===== config.mk =====
export PLATFORM = sky130hd
export DESIGN_NAME = fetch_unit
export DESIGN_NICKNAME = d
export VERILOG_FILES = /design/src/rtl/fetch_unit.sv
export SDC_FILE = /design/constraint.sdc
export NUM_CORES = 1
export LEC_CHECK = 0
export ABC_CLOCK_PERIOD_IN_PS = 5300
export CAP_MARGIN = 20
export CELL_PAD_IN_SITES_DETAIL_PLACEMENT = 0
export CELL_PAD_IN_SITES_GLOBAL_PLACEMENT = 1
export CORE_MARGIN = 2
export CORE_UTILIZATION = 32
export DETAILED_ROUTE_END_ITERATION = 10
export PLACE_DENSITY = 0.86
export SETUP_SLACK_MARGIN = 0.3
export SLEW_MARGIN = 0
export SYNTH_ARGS = -nofsm -noshare
export SYNTH_HDL_FRONTEND = slang
export SYNTH_SLANG_ARGS = --single-unit

===== constraint.sdc =====
create_clock -name clk -period 5.3 [get_ports clk]
set_clock_uncertainty 0.2 [all_clocks]
set_input_delay 0.795 -clock clk [delete_from_list [all_inputs] [get_ports clk]]
set_output_delay 0.795 -clock clk [all_outputs]
set_load 0.005 [all_outputs]

===== src/rtl/fetch_unit.sv =====
// -----------------------------------------------------------------------------
// fetch_unit
//   Instruction fetch stage for a multi-cycle core. A two-state FSM alternates
//   between FETCH (request the word at PC from instruction memory) and DECODE
//   (hold the word in IR for the decoder until downstream releases it). On
//   release, the next PC is selected from the redirect inputs and the FSM
//   returns to FETCH.
//
// Ports
//   clk, rst            clock; asynchronous active-high reset
//   imem_req/addr       instruction-memory read request and word address
//   imem_rdata/ready    returned instruction and its valid strobe
//   stall               hold the current instruction in DECODE
//   branch, branch_taken, jump, jump_reg, exce_ret, sys
//                       decoded control for the held instruction
//   reg_rs, epc         jr target and eret return address
//   instr, op, funct, mf
//                       held instruction and its decoder fields
//   valid               IR holds an instruction to decode
//   pc_out, pc_plus4    address of IR and its link value
//   epc_we, epc_wdata   exception-PC write to CP0 on syscall
// -----------------------------------------------------------------------------
module fetch_unit #(
  parameter logic [31:0] RESET_PC   = 32'h0000_3000,
  parameter logic [31:0] EXC_VECTOR = 32'h0000_4180
) (
  input  logic        clk,
  input  logic        rst,
  output logic        imem_req,
  output logic [31:0] imem_addr,
  input  logic [31:0] imem_rdata,
  input  logic        imem_ready,
  input  logic        stall,
  input  logic        branch,
  input  logic        branch_taken,
  input  logic        jump,
  input  logic        jump_reg,
  input  logic        exce_ret,
  input  logic        sys,
  input  logic [31:0] reg_rs,
  input  logic [31:0] epc,
  output logic [31:0] instr,
  output logic [5:0]  op,
  output logic [5:0]  funct,
  output logic [4:0]  mf,
  output logic        valid,
  output logic [31:0] pc_out,
  output logic [31:0] pc_plus4,
  output logic        epc_we,
  output logic [31:0] epc_wdata
);

  typedef enum logic {
    FETCH  = 1'b0,
    DECODE = 1'b1
  } state_t;

  state_t      state;
  state_t      state_next;
  logic [31:0] pc;
  logic [31:0] ir;
  logic [31:0] ir_pc;
  logic        load_ir;
  logic        load_pc;
  logic [31:0] branch_target;
  logic [31:0] jump_target;
  logic [31:0] next_pc_raw;
  logic [31:0] next_pc;

  // ---------------------------------------------------------------------------
  // State register
  // ---------------------------------------------------------------------------
  // NOTE: sequential state is written with non-blocking assignments so every
  // register samples the pre-edge values of its neighbours.
  always_ff @(posedge clk or posedge rst) begin
    if (rst) begin
      state <= FETCH;
    end else begin
      state <= state_next;
    end
  end

  // ---------------------------------------------------------------------------
  // Next-state and control outputs
  // ---------------------------------------------------------------------------
  // NOTE: every signal driven here gets a default first, so no path through
  // the case leaves one unassigned and no latch is inferred.
  always_comb begin
    state_next = state;
    load_ir    = 1'b0;
    load_pc    = 1'b0;
    imem_req   = 1'b0;
    epc_we     = 1'b0;
    unique case (state)
      FETCH: begin
        // The request is suppressed while reset is held, so a ready strobe
        // arriving during reset has nothing to answer.
        imem_req = ~rst;
        if (imem_ready && !rst) begin
          load_ir    = 1'b1;
          state_next = DECODE;
        end
      end
      DECODE: begin
        // Redirect inputs only matter on the release edge; while stalled
        // they are not looked at.
        if (!stall) begin
          load_pc    = 1'b1;
          epc_we     = sys;
          state_next = FETCH;
        end
      end
      default: state_next = FETCH;
    endcase
  end

  // ---------------------------------------------------------------------------
  // Next-PC selection (highest priority first)
  // ---------------------------------------------------------------------------
  always_comb begin
    branch_target = pc_plus4 + {{14{ir[15]}}, ir[15:0], 2'b00};
    jump_target   = {pc_plus4[31:28], ir[25:0], 2'b00};
    if (sys) begin
      next_pc_raw = EXC_VECTOR;
    end else if (exce_ret) begin
      next_pc_raw = epc;
    end else if (jump_reg) begin
      next_pc_raw = reg_rs;
    end else if (jump) begin
      next_pc_raw = jump_target;
    end else if (branch && branch_taken) begin
      next_pc_raw = branch_target;
    end else begin
      next_pc_raw = pc_plus4;
    end
    // Fetches are word-aligned; unaligned jr/eret targets are truncated.
    next_pc = {next_pc_raw[31:2], 2'b00};
  end

  // ---------------------------------------------------------------------------
  // Datapath registers: PC, IR and the address of IR
  // ---------------------------------------------------------------------------
  always_ff @(posedge clk or posedge rst) begin
    if (rst) begin
      pc    <= RESET_PC;
      ir    <= '0;
      ir_pc <= RESET_PC;
    end else begin
      if (load_ir) begin
        ir    <= imem_rdata;
        ir_pc <= pc;
      end
      if (load_pc) begin
        pc <= next_pc;
      end
    end
  end

  // ---------------------------------------------------------------------------
  // Outputs
  // ---------------------------------------------------------------------------
  assign imem_addr = pc;
  assign instr     = ir;
  assign op        = ir[31:26];
  assign mf        = ir[25:21];
  assign funct     = ir[5:0];
  assign valid     = (state == DECODE);
  assign pc_out    = ir_pc;
  assign pc_plus4  = ir_pc + 32'd4;
  // Only driven alongside the write strobe, so CP0 sees zero otherwise.
  assign epc_wdata = epc_we ? pc_plus4 : 32'h0000_0000;

endmodule


==> summary.txt, run 1 <==
Synth
  – List of most frequent post-synthesis cells: nor2_1, dfrtp_1, nand2_1, mux2_2, a21oi_1
  – Cell area after synthesis: 0.00700 sq mm
  – Main flop type after synthesis: dfrtp_1
  – Yosys cell types: 68
  – Ys Warns: 0
  – Synth top area share: 31.8%
  – Avg Cell Area, Syn: 8.63 sq um
  – Area leader, netlist: dfrtp_1
  – Asr flop ratio synth: 100%
  – Sequential area share after synthesis: 33.3%
  – Cells taking the most area after synthesis: dfrtp_1, mux2_2, ha_1, nor2_1, a21oi_1
  – Cells after Synth: 811
  – FF+latch count, synth: 93
  – Post-synth EDFFs: 0
  – Most common cell in the netlist: nor2_1

Worst setup path
  – Critical R2R Capture: imem_addr[29]
  – Crit path launch: pc_out[12]
  – Reg-to-reg slack, setup: 0.79 ns
  – R2R cell count: 14
  – Worst path arrival time: 4.56 ns
  – Crit path max fanout: 6
  – CP dominant cell by count: a21o_1
  – Slowest CP cell: dfstp_2
  – CP Depth: 14
  – Req. time, crit path: 5.35 ns
  – Reg2reg start: pc_out[12]
  – Crit end category: flip-flop
  – Buf/Inv on CP: 1
  – Worst setup path end: imem_addr[29]
  – Crit Path Category: flip-flop to flip-flop
  – Worst path top cell family by delay: compound AO/OA/AOI/OAI gates
  – Crit path largest cell delay: 0.56 ns
  – Cell Chain, Critical Path: and4_4 > and4_1 > nand3_1 > xor2_1 > inv_1 > ha_1 > a21o_1 > a21o_1 > a2111oi_2 > a21oi_2 > a311oi_1 > a21oi_1 > xnor2_1 > o41ai_1
  – Setup crit start kind: flip-flop

Placement
  – DP Wirelength: 21600 um
  – Placed cell count: 1322
  – IO buf count: 273
  – GPL Wtd Cong: 0.943

Detailed routing
  – DR vias: 7208
  – Via/cell ratio: 5.39
  – DR WL/cell: 21.5 um
  – Final WL: 28700 um
  – Post-route ant nets: 0
  – Initial DRC count: 500
  – Drt pass-1 iters: 5
  – DRC viols: 0

Clock network
  – Clock transition at path regs: 0.07 ns
  – CTS tree: done
  – Worst skew pair latency: 0.35 ns
  – Total CTS buffers: 9
  – Root buffer cell: clkbuf_16
  – # hold bufs at CTS: 0
  – Total setup buffers inserted after CTS: 0
  – Clock sink count: 93
  – Cts repair resizes: 0
  – Clock Tree Buf Depth: 2
  – Htree depth: 3

Worst hold path
  – Hold WC Path Type: flip-flop to flip-flop

Cells and area
  – Antenna cells: 0
  – Filler Cell Count: 2132
  – Non-Filler Instances: 1338
  – Layout area overhead: 45.4%
  – Layout cells sized above 1: 9.74%
  – Nets: 1194

Global route
  – GRT overflow: 0
  – Via count of the first global-routing pass: 7243
  – First-pass GRT wire length: 44000 um
  – Initial antenna violation count: 0
  – GRT Total Usage: 24.5%
  – Largest net degree at the start of global routing: 68

Power and ir drop
  – Power Density: 393 mW/mm^2
  – Maximum VDD drop: 0.000146 V
  – Leak: 4.27 nW

Floorplanning
  – Rows: 54
  – Full die area: 0.0231 sq mm
  – Initial Util: 32.4%
  – CORE AREA: 0.0216 sq mm
  – I/O pin cnt: 286
  – Die width: 152 um
  – Die Ht: 152 um

Timing
  – Pins Over Slew Limit: 0
  – Final Hold Fails: 0
  – Slew HR: 34.6%
  – Slew @ Worst Pin: 0.981 ns
  – Unrepaired setup endpoints after global routing: no
  – Final period util: 85.1%
  – Final TNS setup: 0 ns
  – Final setup fails: 0
  – Post-route minimum period: 4.51 ns
  – FMAX: 222 MHz

Run status
  – Outcome: finished, final reports clean

Job
  – Max_cap viols: 0
==> logic make-up (layout without fill, tap and decap cells) <==
group	Yosys count	count (layout)	share of synthesized area, %
adders and majority gates	35	35	6.37
and+or+nand+nor	254	254	17.3
other	1	8	0.0536
AOI/OAI and AO/OA	219	219	20.4
DFF	93	93	33.3
buffers and inverters	100	340	6.81
muxes	61	61	9.76
xor gates and xnor gates	48	48	6.01
==> how the worst min path moves through the flow <==
stage,startpoint,to,slack [ns],depth (start not counted)
6_report,imem_addr[4],imem_addr[4],0.31,2
5_1_grt,imem_addr[13],imem_addr[13],0.33,2
4_1_cts,imem_addr[13],imem_addr[13],0.31,2
3_5_place_dp,imem_addr[4],imem_addr[4],0.29,2
3_3_place_gp,imem_addr[13],imem_addr[13],0.28,2
2_1_floorplan,imem_addr[13],imem_addr[13],0.27,2
==> power breakdown <==
part / internal [mW] / switching, mW
combinational: 1.15 / 1.04
sequential: 0.891 / 0.257
clock: 0.349 / 0.318
==> layer usage <==
layer	GRT usage [%]	vias up	wire, um
met3	6.22	42	2070
met4	7.34	0	742
met5	0	-	0
met2	40.7	335	13700
met1	31.4	3461	12300
li1	-	3370	-
==> metrics by stage <==
| step | hold WS [ns] | power, mW | cell area [sq um] | utilization [%] | setup WS [ns] |
|---|---|---|---|---|---|
| finish | 0.306 | 4.00 | 10200 | 47.1 | 0.789 |
| floorplan | 0.272 | 2.29 | 7020 | - | 1.39 |
| CTS | 0.311 | 4.01 | 10200 | 47.1 | 0.784 |
| global placement | 0.277 | 3.29 | 9880 | 45.7 | 0.890 |
| detailed placement | 0.294 | 3.32 | 9880 | 45.7 | 0.785 |
| global route | 0.329 | 4.27 | 10200 | 47.1 | 0.525 |
==> layout by cell type (no fill, tap or decap), types with 16 or more instances in the layout <==
cell,netlist,routed
a21oi_1,52,52
xnor2_1,29,29
a21o_1,16,16
nor2_1,96,96
inv_1,33,32
ha_1,34,34
nand2_1,61,61
o21ai_0,50,50
xor2_1,19,19
mux2_2,58,58
dfrtp_1,89,89
nand3_1,19,19
clkdlybuf4s50_1,0,273
==> registers in the layout (all words and copies together), names as in the netlist <==
| signal | count |
|---|---|
| imem_addr | 30 |
| instr | 32 |
| pc_out | 30 |
| valid | 1 |
==> layout make-up <==
cell class	count	area, sq um	area share, %
Clock buffer	11	253	2.48
Multi-Input combinational cell	625	4220	41.4
Sequential cell	93	2330	22.9
Timing Repair Buffer	288	2850	28.0
Inverter	36	138	1.35
Tap cell	280	350	3.44
Clock inverter	5	40.0	0.394
==> worst reg2reg max path, delay by kind of cell, from the launching register on <==
family	cells	cell delay, ns
buffers and inverters	1	0.12
xor gates and xnor gates	2	0.46
DFF	1	0.56
AOI/OAI and AO/OA	7	1.75
and+or+nand+nor	3	0.95
adders and majority gates	1	0.37
No activity file was read; power rests on OpenSTA's default activity.
==> run 2: changes to the inputs <==
- CTS_BUF_LIST: not set -> sky130_fd_sc_hd__clkbuf_16
- PLACE_DENSITY: 0.86 -> 0.83
==> run 2 against run 1 <==
Routed wire length is 1.2% higher. Sequential share of layout area is 0.070 points lower. First-iteration DRC count is 19% lower. Clock power is 5.1% higher. Sequential power hardly changed. Final cell count is 0.30% higher. Maximum frequency is 2.1% lower. Core utilization is 0.14 points higher. Setup slack worse by 0.097 ns. Sequential cell count stayed put. Non-clock buffer count is 3 higher. Hold slack worse by 0.0082 ns. Largest cell class unchanged.
==> summary.txt, run 2 (synthesized netlist as in run 1, its figures left out) <==
Run status
  – Outcome: finished, final reports clean (unchanged)

Worst hold path
  – HP Start: imem_addr[13] (was imem_addr[4])
  – Worst Hold Depth: 2 (unchanged)
  – Hold worst-path end: imem_addr[13] (was imem_addr[4])
  – Hold WC Path Type: flip-flop to flip-flop (unchanged)

Global route
  – First-pass GRT wire length: 44600 um (was 44000 um)
  – Largest net degree at the start of global routing: 69 (was 68)
  – Initial antenna violation count: 1 (was 0)
  – GRT overflow: 0 (unchanged)
  – GRT Total Usage: 24.9% (was 24.5%)
  – Via count of the first global-routing pass: 7281 (was 7243)

Floorplanning
  – Die width: 152 um (unchanged)
  – I/O pin cnt: 286 (unchanged)
  – CORE AREA: 0.0216 sq mm (unchanged)
  – Initial Util: 32.4% (unchanged)
  – Die Ht: 152 um (unchanged)
  – Full die area: 0.0231 sq mm (unchanged)
  – Rows: 54 (unchanged)

Cells and area
  – Commonest non-fill, non-tap cell in the layout: clkdlybuf4s50_1 (unchanged)
  – Layout area overhead: 45.9% (was 45.4%)
  – Nets: 1197 (was 1194)
  – Layout cells sized above 1: 9.90% (was 9.74%)
  – Filler Cell Count: 2193 (was 2132)
  – Layout Utilization: 47.2% (was 47.1%)
  – Non-Filler Instances: 1342 (was 1338)
  – Commonest cells after routing, fill and taps aside: clkdlybuf4s50_1, nor2_1, dfrtp_1, nand2_1, mux2_2 (unchanged)
  – Max FFs per register: 32 (unchanged)

Power and ir drop
  – Leak: 4.28 nW (was 4.27 nW)
  – Maximum VDD drop: 0.000192 V (was 0.000146 V)
  – Power Total: 4.04 mW (was 4.00 mW)
  – Power Density: 396 mW/mm^2 (was 393 mW/mm^2)
  – Combinational group share of total power: 54.5% (was 54.6%)
  – Internal Pwr Total: 2.41 mW (was 2.39 mW)
  – Seq pwr share: 28.1% (was 28.7%)
  – Clock share of power: 17.4% (was 16.7%)
  – Sw Share: 40.2% (was 40.3%)
  – Switching Power: 1.63 mW (was 1.61 mW)

Clock network
  – Total setup buffers inserted after CTS: 0 (unchanged)
  – # hold bufs at CTS: 0 (unchanged)
  – Total CTS buffers: 9 (unchanged)
  – Htree depth: 3 (unchanged)
  – Clock sink count: 93 (unchanged)
  – Root buffer cell: clkbuf_16 (unchanged)
  – Cts repair resizes: 0 (unchanged)
  – Clock transition at path regs: 0.08 ns (was 0.07 ns)
  – CTS tree: done (unchanged)
  – Clock Tree Buf Depth: 2 (unchanged)
  – Worst skew pair latency: 0.36 ns (was 0.35 ns)

Timing
  – Final period util: 87.0% (was 85.1%)
  – Post-route minimum period: 4.61 ns (was 4.51 ns)
  – Final TNS setup: 0 ns (unchanged)
  – Worst hold slack: 0.298 ns (was 0.306 ns)
  – FMAX: 217 MHz (was 222 MHz)
  – Unrepaired setup endpoints after global routing: no (unchanged)
  – Slew @ Worst Pin: 0.989 ns (was 0.981 ns)
  – Final setup fails: 0 (unchanged)
  – Slew HR: 34.1% (was 34.6%)
  – Pins Over Slew Limit: 0 (unchanged)
  – Final Hold Fails: 0 (unchanged)

Placement
  – Placed cell count: 1325 (was 1322)
  – GPL Wtd Cong: 0.906 (was 0.943)
  – IO buf count: 273 (unchanged)
  – DP Wirelength: 21800 um (was 21600 um)

Detailed routing
  – DR vias: 7168 (was 7208)
  – Drt pass-1 iters: 5 (unchanged)
  – Post-route ant nets: 0 (unchanged)
  – DRC viols: 0 (unchanged)
  – Initial DRC count: 405 (was 500)
  – Final WL: 29100 um (was 28700 um)
  – Via/cell ratio: 5.34 (was 5.39)
  – DR WL/cell: 21.7 um (was 21.5 um)

Worst setup path
  – Crit end category: flip-flop (unchanged)
  – Crit Path Category: flip-flop to flip-flop (unchanged)
  – R2R cell count: 15 (was 14)
  – Critical R2R Capture: imem_addr[29] (unchanged)
  – Crit path max fanout: 6 (unchanged)
  – Slowest CP cell: nor2_1 (was dfstp_2)
  – Setup crit start kind: flip-flop (unchanged)
  – Reg-to-reg slack, setup: 0.69 ns (was 0.79 ns)
  – Worst path arrival time: 4.66 ns (was 4.56 ns)
  – Crit path largest cell delay: 0.45 ns (was 0.56 ns)
  – Worst path top cell family by delay: compound AO/OA/AOI/OAI gates (unchanged)
  – Req. time, crit path: 5.35 ns (about the same)
  – Reg2reg start: pc_out[2] (was pc_out[12])
  – Cell Chain, Critical Path: ha_1 > nand2_1 > nor2_1 > nand3_1 > xor2_1 > inv_1 > ha_1 > a21o_1 > a21o_1 > a2111oi_2 > a21oi_2 > a311oi_1 > a21oi_1 > xnor2_1 > o41ai_1 (was and4_4 > and4_1 > nand3_1 > xor2_1 > inv_1 > ha_1 > a21o_1 > a21o_1 > a2111oi_2 > a21oi_2 > a311oi_1 > a21oi_1 > xnor2_1 > o41ai_1)
  – Crit path launch: pc_out[2] (was pc_out[12])
  – Buf/Inv on CP: 1 (unchanged)

Job
  – Max_cap viols: 0 (unchanged)
[run 2: cell count changes in the layout (fill, tap and decap cells not counted)]
cell / before / now
buf_4: 15 / 18
clkbuf_8: 2 / 0
bufinv_16: 0 / 1
clkinv_1: 2 / 3
clkinv_4: 0 / 1
diode_2: 0 / 1
inv_6: 1 / 0
[run 2: how the worst max path moves through the flow]
stage                    endpoint  cells past startpoint
finish              imem_addr[29]                     15
global placement    imem_addr[23]                     15
global route        imem_addr[29]                     15
detailed placement  imem_addr[29]                     15
floorplan           imem_addr[29]                     15
CTS                 imem_addr[29]                     15
[run 2: tightest hold or removal path: stages, from the launching register on]
cell	delay, ns
dfstp_2	0.38
nand2_1	0.05
o21ai_0	0.07
[run 2: power by group through the flow]
stage                     registers (mW)  logic (mW)  clock network, mW
final                               1.14        2.20              0.701
after CTS                           1.13        2.20              0.709
after global placement              1.14        2.18                  0
after floorplan                     1.09        1.20                  0
after detailed placement            1.15        2.18                  0
after global routing                1.17        2.40              0.740
[run 2: per-layer routing]
layer | vias to the layer above | share of wire, % | global-route usage (%)
met4 | 0 | 2.5 | 7.61
met3 | 40 | 6.9 | 5.36
li1 | 3370 | - | -
met1 | 3433 | 44 | 33.3
met5 | - | 0 | 0
met2 | 325 | 46 | 40.6
[run 2: metrics by stage]
stage                     instance area [sq um]  setup WS [ns]
after floorplan                            7020           1.39
after global placement                     9900          0.767
after detailed placement                   9900          0.693
after CTS                                 10200          0.670
after global routing                      10200          0.388
final                                     10200          0.691
[run 2: layout make-up]
cell class	count	area [sq um]	share of cell area (%)
inverters	36	138	1.35
repair buffers	291	2870	28.1
clock inverters	7	73.8	0.723
diodes	1	2.50	0.0245
multi-input cells	625	4220	41.3
well taps	280	350	3.43
flip-flops and latches	93	2330	22.9
clock buffers	9	225	2.21
==> run 3: changes to the inputs <==
- CORE_MARGIN: 2 -> 5
==> run 3 against run 2 <==
Final area barely moved. Total power fell by 0.82%. Hold slack got worse by 0.012 ns. Routed wire length rose by 0.27%. Final cell count did not move. Clock power fell by 2%. Register-to-register slack improved by 0.03 ns. Critical path depth fell by 1. Clock-buffer cell count did not move. Sequential cell count did not move.
==> summary.txt, run 3 (synthesized netlist as in run 1, its figures left out) <==
Detailed routing
  – DR WL/cell: 21.7 um (about the same)
  – Final WL: 29200 um (was 29100 um)
  – DR vias: 7139 (was 7168)
  – Initial DRC count: 743 (was 405)
  – Drt pass-1 iters: 6 (was 5)
  – Post-route ant nets: 0 (unchanged)
  – Via/cell ratio: 5.32 (was 5.34)
  – DRC viols: 0 (unchanged)

Global route
  – Largest net degree at the start of global routing: 68 (was 69)
  – Initial antenna violation count: 0 (was 1)
  – First-pass GRT wire length: 43000 um (was 44600 um)
  – GRT overflow: 0 (unchanged)
  – Via count of the first global-routing pass: 7018 (was 7281)
  – GRT Total Usage: 22.7% (was 24.9%)

Worst setup path
  – Req. time, crit path: 5.32 ns (was 5.35 ns)
  – Crit path max fanout: 6 (unchanged)
  – Reg-to-reg slack, setup: 0.72 ns (was 0.69 ns)
  – Worst path arrival time: 4.61 ns (was 4.66 ns)
  – Crit Path Category: flip-flop to flip-flop (unchanged)
  – Critical R2R Capture: imem_addr[26] (was imem_addr[29])
  – Crit end category: flip-flop (unchanged)
  – Setup crit start kind: flip-flop (unchanged)
  – R2R cell count: 14 (was 15)
  – Reg2reg start: pc_out[2] (unchanged)

Placement
  – Pre-CTS setup slack: 0.660 ns (was 0.693 ns)
  – DP Wirelength: 22300 um (was 21800 um)
  – GPL Wtd Cong: 0.937 (was 0.906)
  – Placed cell count: 1326 (was 1325)
  – IO buf count: 273 (unchanged)

Clock network
  – Clock Tree Buf Depth: 2 (unchanged)
  – Clock transition at path regs: 0.07 ns (was 0.08 ns)
  – Total CTS buffers: 9 (unchanged)
  – Total setup buffers inserted after CTS: 0 (unchanged)
  – Worst skew pair latency: 0.36 ns (about the same)
  – CTS tree: done (unchanged)
  – Clock sink count: 93 (unchanged)
  – Htree depth: 3 (unchanged)
  – Root buffer cell: clkbuf_16 (unchanged)

Power and ir drop
  – Sw Share: 39.9% (was 40.2%)
  – Power Total: 4.01 mW (was 4.04 mW)
  – Leak: 4.29 nW (was 4.28 nW)
  – Maximum VDD drop: 0.000193 V (was 0.000192 V)
  – Switching Power: 1.60 mW (was 1.63 mW)
  – Clock share of power: 17.1% (was 17.4%)
  – Combinational group share of total power: 54.2% (was 54.5%)
  – Internal Pwr Total: 2.41 mW (about the same)
  – Seq pwr share: 28.6% (was 28.1%)
  – Power Density: 392 mW/mm^2 (was 396 mW/mm^2)

Cells and area
  – Nets: 1198 (was 1197)
  – Commonest cells after routing, fill and taps aside: clkdlybuf4s50_1, nor2_1, dfrtp_1, nand2_1, mux2_2 (unchanged)
  – Non-Filler Instances: 1342 (unchanged)
  – Commonest non-fill, non-tap cell in the layout: clkdlybuf4s50_1 (unchanged)
  – Antenna cells: 0 (was 1)
  – Layout area overhead: 45.9% (about the same)
  – Max FFs per register: 32 (unchanged)
  – Layout cells sized above 1: 10.1% (was 9.90%)

Timing
  – FMAX: 218 MHz (was 217 MHz)
  – Final worst slack: 0.717 ns (was 0.691 ns)
  – Final period util: 86.5% (was 87.0%)
  – Unrepaired setup endpoints after global routing: no (unchanged)
  – Final setup fails: 0 (unchanged)
  – Pins Over Slew Limit: 0 (unchanged)
  – Worst hold slack: 0.286 ns (was 0.298 ns)
  – Slew HR: 35.2% (was 34.1%)
  – Post-route minimum period: 4.58 ns (was 4.61 ns)
  – Final TNS setup: 0 ns (unchanged)
  – Slew @ Worst Pin: 0.972 ns (was 0.989 ns)
  – Final Hold Fails: 0 (unchanged)

Floorplanning
  – I/O pin cnt: 286 (unchanged)
  – Die Ht: 158 um (was 152 um)
  – Rows: 54 (unchanged)
  – Die width: 158 um (was 152 um)
  – CORE AREA: 0.0217 sq mm (was 0.0216 sq mm)
  – Initial Util: 32.3% (was 32.4%)
  – Full die area: 0.0249 sq mm (was 0.0231 sq mm)

Worst hold path
  – Worst Hold Depth: 2 (unchanged)
  – HP Start: imem_addr[12] (was imem_addr[13])
  – Hold WC Path Type: flip-flop to flip-flop (unchanged)
  – Hold worst-path end: imem_addr[12] (was imem_addr[13])

Run status
  – Outcome: finished, final reports clean (unchanged)

Job
  – Max_cap viols: 0 (unchanged)
run 3: cell types whose count changed in the layout (fill, tap and decap cells not counted):
cell	before	now
clkinv_4	1	0
buf_4	18	19
diode_2	1	0
inv_6	0	2
inv_8	1	0
nor2_2	0	1
nor2_1	96	95
run 3: worst max-delay path by stage:
stage	cells past startpoint	end	startpoint
CTS	15	imem_addr[29]	pc_out[2]
detailed placement	15	imem_addr[29]	pc_out[2]
global route	15	imem_addr[29]	pc_out[2]
finish	14	imem_addr[26]	pc_out[2]
global placement	14	imem_addr[26]	pc_out[2]
floorplan	15	imem_addr[29]	pc_out[12]
run 3: what timing repair did:
action / 4_1_cts / 5_1_grt
hold buffers: 0 / 0
resized for setup: 0 / 1
endpoints found under the setup margin: 0 / 1
run 3: power by group through the flow:
stage          Combinational [mW]  Sequential (mW)  Clock [mW]
2_1_floorplan                1.20             1.09           0
3_3_place_gp                 2.15             1.15           0
3_5_place_dp                 2.16             1.16           0
4_1_cts                      2.18             1.15       0.700
5_1_grt                      2.39             1.18       0.721
6_report                     2.17             1.15       0.686
run 3: area by class of cell:
type / count / area, sq um
Fill cell: 2081 / 11500
Multi-Input combinational cell: 625 / 4220
Sequential cell: 93 / 2330
Clock inverter: 7 / 71.3
Inverter: 36 / 138
Timing Repair Buffer: 292 / 2880
Clock buffer: 9 / 225
Tap cell: 280 / 350
run 3: routing by layer:
layer | up-vias | part of all wire [%] | track usage (%)
met5 | - | 0 | 0
met4 | 0 | 2.1 | 6.76
met3 | 40 | 7.9 | 4.35
met2 | 299 | 47 | 37.5
met1 | 3426 | 43 | 30.3
li1 | 3374 | - | -
run 3: through the flow:
step	util (%)	instance area, sq um
after floorplan	-	7020
after global placement	45.7	9910
after detailed placement	45.7	9910
after CTS	47.1	10200
after global routing	47.1	10200
final	47.1	10200
run 3: critical path, stage by stage, from the launching register on:
cell      delay, ns
dfrtp_1        0.48
ha_1           0.26
nand2_1        0.11
nor2_2         0.36
and4_1         0.26
xor2_1         0.41
ha_1           0.37
a21o_1         0.17
a21oi_1        0.18
nor2_1         0.10
a211oi_1       0.50
o311ai_1       0.22
xor2_1         0.17
a211oi_1       0.52
o21ai_1        0.12
